$ cat src/rtl/mem_arbiter.sv
// Two-to-one round-robin arbiter sharing one slow-memory port between the
// L2 instruction-side and data-side channels, one transaction per grant.
module mem_arbiter #(
    parameter int unsigned ADDR_W = 28,
    parameter int unsigned DATA_W = 128
) (
    input  logic              clk,
    input  logic              proc_reset,
    input  logic              i_read,
    input  logic              i_write,
    input  logic [ADDR_W-1:0] i_addr,
    input  logic [DATA_W-1:0] i_wdata,
    output logic [DATA_W-1:0] i_rdata,
    output logic              i_ready,
    input  logic              d_read,
    input  logic              d_write,
    input  logic [ADDR_W-1:0] d_addr,
    input  logic [DATA_W-1:0] d_wdata,
    output logic [DATA_W-1:0] d_rdata,
    output logic              d_ready,
    output logic              mem_read,
    output logic              mem_write,
    output logic [ADDR_W-1:0] mem_addr,
    output logic [DATA_W-1:0] mem_wdata,
    input  logic [DATA_W-1:0] mem_rdata,
    input  logic              mem_ready
);

    typedef enum logic [1:0] {
        IDLE  = 2'd0,
        GNT_I = 2'd1,
        GNT_D = 2'd2
    } state_t;

    state_t            state_q, state_d;
    logic              last_gnt_q, last_gnt_d;  // 1 = data side granted last
    logic              rd_q, rd_d;
    logic              wr_q, wr_d;
    logic [ADDR_W-1:0] addr_q, addr_d;
    logic [DATA_W-1:0] wdata_q, wdata_d;

    logic i_req, d_req, d_win;

    assign i_req = i_read | i_write;
    assign d_req = d_read | d_write;
    // D wins when it is alone, or on a tie when I was granted last.
    assign d_win = d_req & (~i_req | ~last_gnt_q);

    always_comb begin
        state_d    = state_q;
        last_gnt_d = last_gnt_q;
        rd_d       = rd_q;
        wr_d       = wr_q;
        addr_d     = addr_q;
        wdata_d    = wdata_q;
        mem_read   = 1'b0;
        mem_write  = 1'b0;
        mem_addr   = '0;
        mem_wdata  = '0;
        i_ready    = 1'b0;
        d_ready    = 1'b0;
        i_rdata    = '0;
        d_rdata    = '0;

        case (state_q)
            IDLE: begin
                if (d_win) begin
                    state_d    = GNT_D;
                    last_gnt_d = 1'b1;
                    wr_d       = d_write;
                    rd_d       = d_read & ~d_write;
                    addr_d     = d_addr;
                    wdata_d    = d_wdata;
                end else if (i_req) begin
                    state_d    = GNT_I;
                    last_gnt_d = 1'b0;
                    wr_d       = i_write;
                    rd_d       = i_read & ~i_write;
                    addr_d     = i_addr;
                    wdata_d    = i_wdata;
                end
            end
            GNT_I: begin
                mem_read  = rd_q & ~mem_ready;
                mem_write = wr_q & ~mem_ready;
                mem_addr  = addr_q;
                mem_wdata = wdata_q;
                i_ready   = mem_ready;
                i_rdata   = mem_rdata;
                if (mem_ready) state_d = IDLE;
            end
            GNT_D: begin
                mem_read  = rd_q & ~mem_ready;
                mem_write = wr_q & ~mem_ready;
                mem_addr  = addr_q;
                mem_wdata = wdata_q;
                d_ready   = mem_ready;
                d_rdata   = mem_rdata;
                if (mem_ready) state_d = IDLE;
            end
            default: state_d = IDLE;
        endcase
    end

    always_ff @(posedge clk) begin
        if (proc_reset) begin
            state_q    <= IDLE;
            last_gnt_q <= 1'b0;
            rd_q       <= 1'b0;
            wr_q       <= 1'b0;
            addr_q     <= '0;
            wdata_q    <= '0;
        end else begin
            state_q    <= state_d;
            last_gnt_q <= last_gnt_d;
            rd_q       <= rd_d;
            wr_q       <= wr_d;
            addr_q     <= addr_d;
            wdata_q    <= wdata_d;
        end
    end

endmodule

$ cat config.mk
export PLATFORM = sky130hd
export DESIGN_NAME = mem_arbiter
export DESIGN_NICKNAME = d
export VERILOG_FILES = /design/src/rtl/mem_arbiter.sv
export SDC_FILE = /design/constraint.sdc
export NUM_CORES = 1
export LEC_CHECK = 0
export ABC_AREA = 1
export ABC_CLOCK_PERIOD_IN_PS = 2300
export CORE_AREA = 4 4 334 336
export DETAILED_ROUTE_END_ITERATION = 10
export DIE_AREA = 0 0 338 340
export SYNTH_ARGS = -nofsm -noshare
export SYNTH_HDL_FRONTEND = slang
export SYNTH_SLANG_ARGS = --single-unit
$ cat constraint.sdc
create_clock -name clk -period 2.3 [get_ports clk]
set_clock_uncertainty 0.15 [all_clocks]
set_input_delay 0.23 -clock clk [delete_from_list [all_inputs] [get_ports clk]]
set_output_delay 0.23 -clock clk [all_outputs]
set_load 0.01 [all_outputs]
**Word level (Yosys, flattened, before mapping)**

Cells that the tools add are included.

- Register bits after elaboration: 161
- Input port bits: 447
- Word-level logic and storage cells: 50

- Equality and inequality tests: 4
- Mux-type cells: 22
- Bitwise logic cells: 13
- Reduce and logical (&&, ||, !) cells: 5

Operators by type and width:

| cell | count |
|---|---|
| 2-to-1 mux 128 bit | 5 |
| 2-to-1 mux 28 bit | 3 |
| 2-to-1 mux 1 bit | 10 |
| 2-to-1 mux 2 bit | 3 |
| AND 1 bit | 5 |
| NOT 1 bit | 5 |
| one-hot mux 2 bit (2 select lines) | 1 |
| AND reduction 2 bit | 2 |
| != test 3 bit, second input constant | 1 |
| bitwise OR 1 bit | 3 |
| equality test 2 x 1 -> 1 bit, second input constant | 1 |
| equality test 2 bit, second input constant | 1 |
| zero test 2 bit | 1 |
| != test 2 x 1 -> 1 bit, second input constant | 1 |
| nonzero test 2 bit | 1 |
| OR reduction 2 bit | 1 |

**Longest topological paths before layout**

- Depth in word-level cells: 6
- Mapped depth: 10
- Gate-level depth less buffers: 8

**Least setup slack after synthesis**

Ideal clock, no wire load.

- Kind: reg-to-output
- From: register state_q[0]
- To: output port mem_addr[0]
- Arrival: 1.416 ns
- Setup slack: 0.504 ns
- Stages on the path, launching flop included: 7
- Cells stage by stage: dfxtp_1 > inv_1 > ha_1 > clkbuf_1 > clkbuf_1 > nand2_1 > inv_1

- Word-level cells in the longest chain between the ends: 3
- Elaborated cells between the ends (all ways): 4
- Those cells by class: 2 x eq/ne; 1 x mux; 1 x reduce/logical

RTL lines:

| what | RTL line | source |
|---|---|---|
| start: declaration | 35 | `state_t state_q, state_d;` |
| start signal: assignment | 114 | `state_q <= state_d;` |
| equality test 2 bit or equality test 2 x 1 -> 1 bit (tied branches) | 65 | `case (state_q)` |
| OR reduction 2 bit (no line) (*) | -- |  |
| 2-to-1 mux 28 bit (*) | 65 |  |
| end: declaration | 23 | `output logic [ADDR_W-1:0] mem_addr,` |

Mark *: on every way between the ends. The rest lies on a longest branch, timed or not.

**Worst setup path in the final report**

- From: register state_q[0]
- To: output port mem_wdata[79]

- Word-level cells in the longest chain between the ends: 3
- Elaborated cells between the ends (all ways): 4
- Those cells by class: 2 x eq/ne; 1 x mux; 1 x reduce/logical

RTL lines:

| what | RTL line | source |
|---|---|---|
| equality test 2 bit or equality test 2 x 1 -> 1 bit (tied branches) | 65 |  |
| OR reduction 2 bit (no line) (*) | -- |  |
| 2-to-1 mux 128 bit (*) | 65 |  |
| end: declaration | 24 | `output logic [DATA_W-1:0] mem_wdata,` |

Marks and branches as above.

==> results.md <==
* First-pass DRT Iterations at 5
* Count leader, synth: sky130_fd_sc_hd__nand2_1
* Type of the tightest min-delay check: input port to flop
* WHS at 97.6 ps
* Vert. Die Dim at 340 um
* Post-Route Setup TNS at -3270 ps
* Worst Max-Slew Pin Slew at 509 ps
* Share of synthesized registers carrying an async set or reset at 0
* Area of the core at 0.109 mm2
* Overall power of the completed layout at 20,700 uW
* Die Width at 338 um
* Share of final-layout standard cells stronger than drive strength 1 at 0.278
* Netlist area before placement at 0.0115 mm2
* Primary FF master, synth: sky130_fd_sc_hd__dfxtp_1
* # DRC at 0
* Final estimated routing congestion in global placement at 0.923
* Crit path required time at 1920 ps
* Largest fanout of any net on the critical path at 5
* Internal cell power at 11,900 uW
* Total of buffers placed on input and output ports at 862
* Number of antenna violations at the first check in global routing at 49
* Sequential share of the synthesized area at 0.279
* Final setup violation count at 48
* Arrival time of data at the critical path endpoint at 2040 ps
* Cts hold-fix bufs at 0
* Failing checks: negative setup slack
* All-layer global routing usage at 0.155
* Reg power frac at 0.206
* Sum of overflow across all layers after global routing at 0
* Remaining number of nets flagged by the antenna check after routing at 0
* Deepest level of the CTS H-tree at 4
* Top cells by area in the synthesized netlist: sky130_fd_sc_hd__nand2_1 29%, sky130_fd_sc_hd__dfxtp_1 28%, sky130_fd_sc_hd__inv_1 19%, sky130_fd_sc_hd__nor2_1 10%, sky130_fd_sc_hd__nand3_1 6.9%
* Total I/O pin count at 863
* Wire length of the first global-routing pass at 123 mm
* Post-synth EDFFs at 0
* Gate power share at 0.642
* Final count of pins violating max slew at 0
* Wire per inst at 20.2 um
* Share of the core filled with cells in the final layout at 0.233
* FP Rows at 121
* Portion of synthesized cell area occupied by the leading cell type at 0.291
* Startpoint of the most critical setup path: state_q[0]$_SDFFE_PP0P_
* Most frequent cells after synthesis: 896 x sky130_fd_sc_hd__nand2_1, 581 x sky130_fd_sc_hd__inv_1, 319 x sky130_fd_sc_hd__nor2_1, 161 x sky130_fd_sc_hd__dfxtp_1, 159 x sky130_fd_sc_hd__nand3_1
* Clock network fraction of total power at 0.152
* Setup repair after global routing missed its margin: yes
* Fin crit share at 1.05
* CTS sink count at 161
* Die Footprint at 0.115 mm2
* Final-report hold violation count at 0
* Deepest clock path buffer count at 2
* Worst R2R Start: state_q[0]$_SDFFE_PP0P_
* Number of synthesis warnings at 0
* Count of nets after finishing at 3,659
* Clock latency at the later pin of the worst-skew pair at 480 ps
* Startpoint Class: flop
* Area grow syn2layout at 119%
* Peak supply drop at 0.000530 V
* Status: finished, violations left
* Capturing element type of the critical path: primary output
* Clk Tree Root Cell: sky130_fd_sc_hd__clkbuf_16
* Switching part of the total at 0.426
* Maximum frequency from static timing analysis at 414 MHz
* TritonCTS clock tree: built
* Count of fill cells added during filler insertion at 12,200
* Post-CTS clock slew at the launch and capture registers of the worst setup and hold paths at 70 ps
* Syn_area_per_cell at 5.10 um2
* Number of cells produced by synthesis at 2,264
* Number of DRC violations after detailed-routing iteration 0 at 793
* Detailed-route via count at 16,400
* Setup ws final at -118 ps
* Worst-case headroom to the max-slew limit at 0.661
* Number of violations of the max-capacitance limit at 0
* Beginning of the worst hold path: proc_reset
* Number of distinct library cell variants in the gate-level netlist after synthesis at 19
* Pin count of the biggest net entering global routing at 51
* Setup CP Type: flop to primary output
* Pwr/cell area at 819 mW/mm2
* Flip-flop and latch count after synthesis at 161
* HPWL Detailed at 76.5 mm
* Time the final worst path needs with I/O delays and setup at 2420 ps
* Switching power of the nets at 8830 uW
* Synthesized Nets at 2,714
* Cell accounting for the most synthesized area: sky130_fd_sc_hd__nand2_1
* Initial Utilization at 0.106
* Final Routed Wirelength at 93.7 mm
* Via count of the first global-routing pass at 16,000
* TritonCTS Buffers at 17
* Via-to-Cell Ratio at 3.54
* Static leakage at 0.0158 uW
## stage by stage
step / worst slack (ps) / cells / cell area [um2]
finish: -118 / 4645 / 25300
global route: -203 / 4639 / 25300
CTS: -249 / 4614 / 24300
detailed placement: 95.0 / 4499 / 22700
global placement: 133 / 4499 / 22700
floorplan: 504 / 2264 / 11500
## flip-flops by register name, indices dropped and copies added (netlist names)
signal      flops
wr_q            1
state_q         2
last_gnt_q      1
rd_q            1
wdata_q       128
addr_q         28
## cell usage in the layout (no fill, tap or decap), drive strengths merged
cell type | netlist | final
a21oi | 5 | 5
buf | 67 | 459
bufinv | 0 | 3
clkbuf | 64 | 110
clkdlybuf4s15 | 0 | 26
clkdlybuf4s50 | 0 | 445
clkinv | 0 | 2
clkinvlp | 0 | 2
dfxtp | 161 | 161
diode | 0 | 11
dlygate4sd2 | 0 | 20
dlymetal6s2s | 0 | 17
ha | 3 | 3
inv | 583 | 586
nand2 | 899 | 899
nand3 | 159 | 159
nor2 | 321 | 321
o21ai | 1 | 1
o21bai | 1 | 1
## final timing paths
kind | end | slack [ps] | cells past startpoint
max reg2reg | addr_q[11]$_SDFFE_PP0P_ | 530 | 8
min reg2reg | wr_q$_SDFFE_PP0P_ | 330 | 2
min | addr_q[13]$_SDFFE_PP0P_ | 100 | 4
max | mem_wdata[79] | -120 | 10
## final cells by class
class	count	area, um2	area share
repair buffers	1057	11000	0.435
multi-input cells	1389	6420	0.253
flip-flops and latches	161	3230	0.127
inverters	583	2230	0.0882
well taps	1414	1770	0.0699
clock buffers	20	467	0.0184
clock inverters	10	151	0.00598
diodes	11	27.5	0.00109
## kinds of logic (layout without fill, tap and decap cells)
group	count (synthesis)	after routing	synth area share
compound gates	7	7	0.00357
buf+inv	714	1670	0.247
other cells	0	11	0
flops	161	161	0.279
simple gates	1379	1379	0.467
fa+ha+maj	3	3	0.00325
## power by group through the flow
stage	Combinational, uW	Clock, uW	Sequential, uW
after floorplan	4910	0	3920
after global placement	10300	0	4140
after detailed placement	10400	0	4150
after CTS	12500	3320	4180
after global routing	14500	3390	4350
final	13300	3160	4270
## repair_timing
action                      CTS  global route
pin swaps                    33            25
resized for setup          1165           701
buffers inserted             63            30
cloned                       22             2
setup endpoints to repair   389           335
## metal layers
| metal | vias up | global-route usage | part of all wire |
|---|---|---|---|
| met5 | - | 0 | 0.00048 |
| met4 | 8 | 0.0471 | 0.033 |
| met3 | 144 | 0.0408 | 0.069 |
| met2 | 703 | 0.304 | 0.54 |
| met1 | 7364 | 0.158 | 0.36 |
| li1 | 8206 | - | - |
## worst max-delay path, cell delays in order (launching register included)
cell and delay, ps:
sky130_fd_sc_hd__dfxtp_2 340, sky130_fd_sc_hd__inv_2 50, sky130_fd_sc_hd__ha_4 260, sky130_fd_sc_hd__buf_12 150, sky130_fd_sc_hd__buf_12 130, sky130_fd_sc_hd__buf_12 140
sky130_fd_sc_hd__buf_16 140, sky130_fd_sc_hd__buf_6 110, sky130_fd_sc_hd__nand2_2 70, sky130_fd_sc_hd__inv_2 40, sky130_fd_sc_hd__buf_6 110
Note: power is estimated with default switching activity, not from simulation.
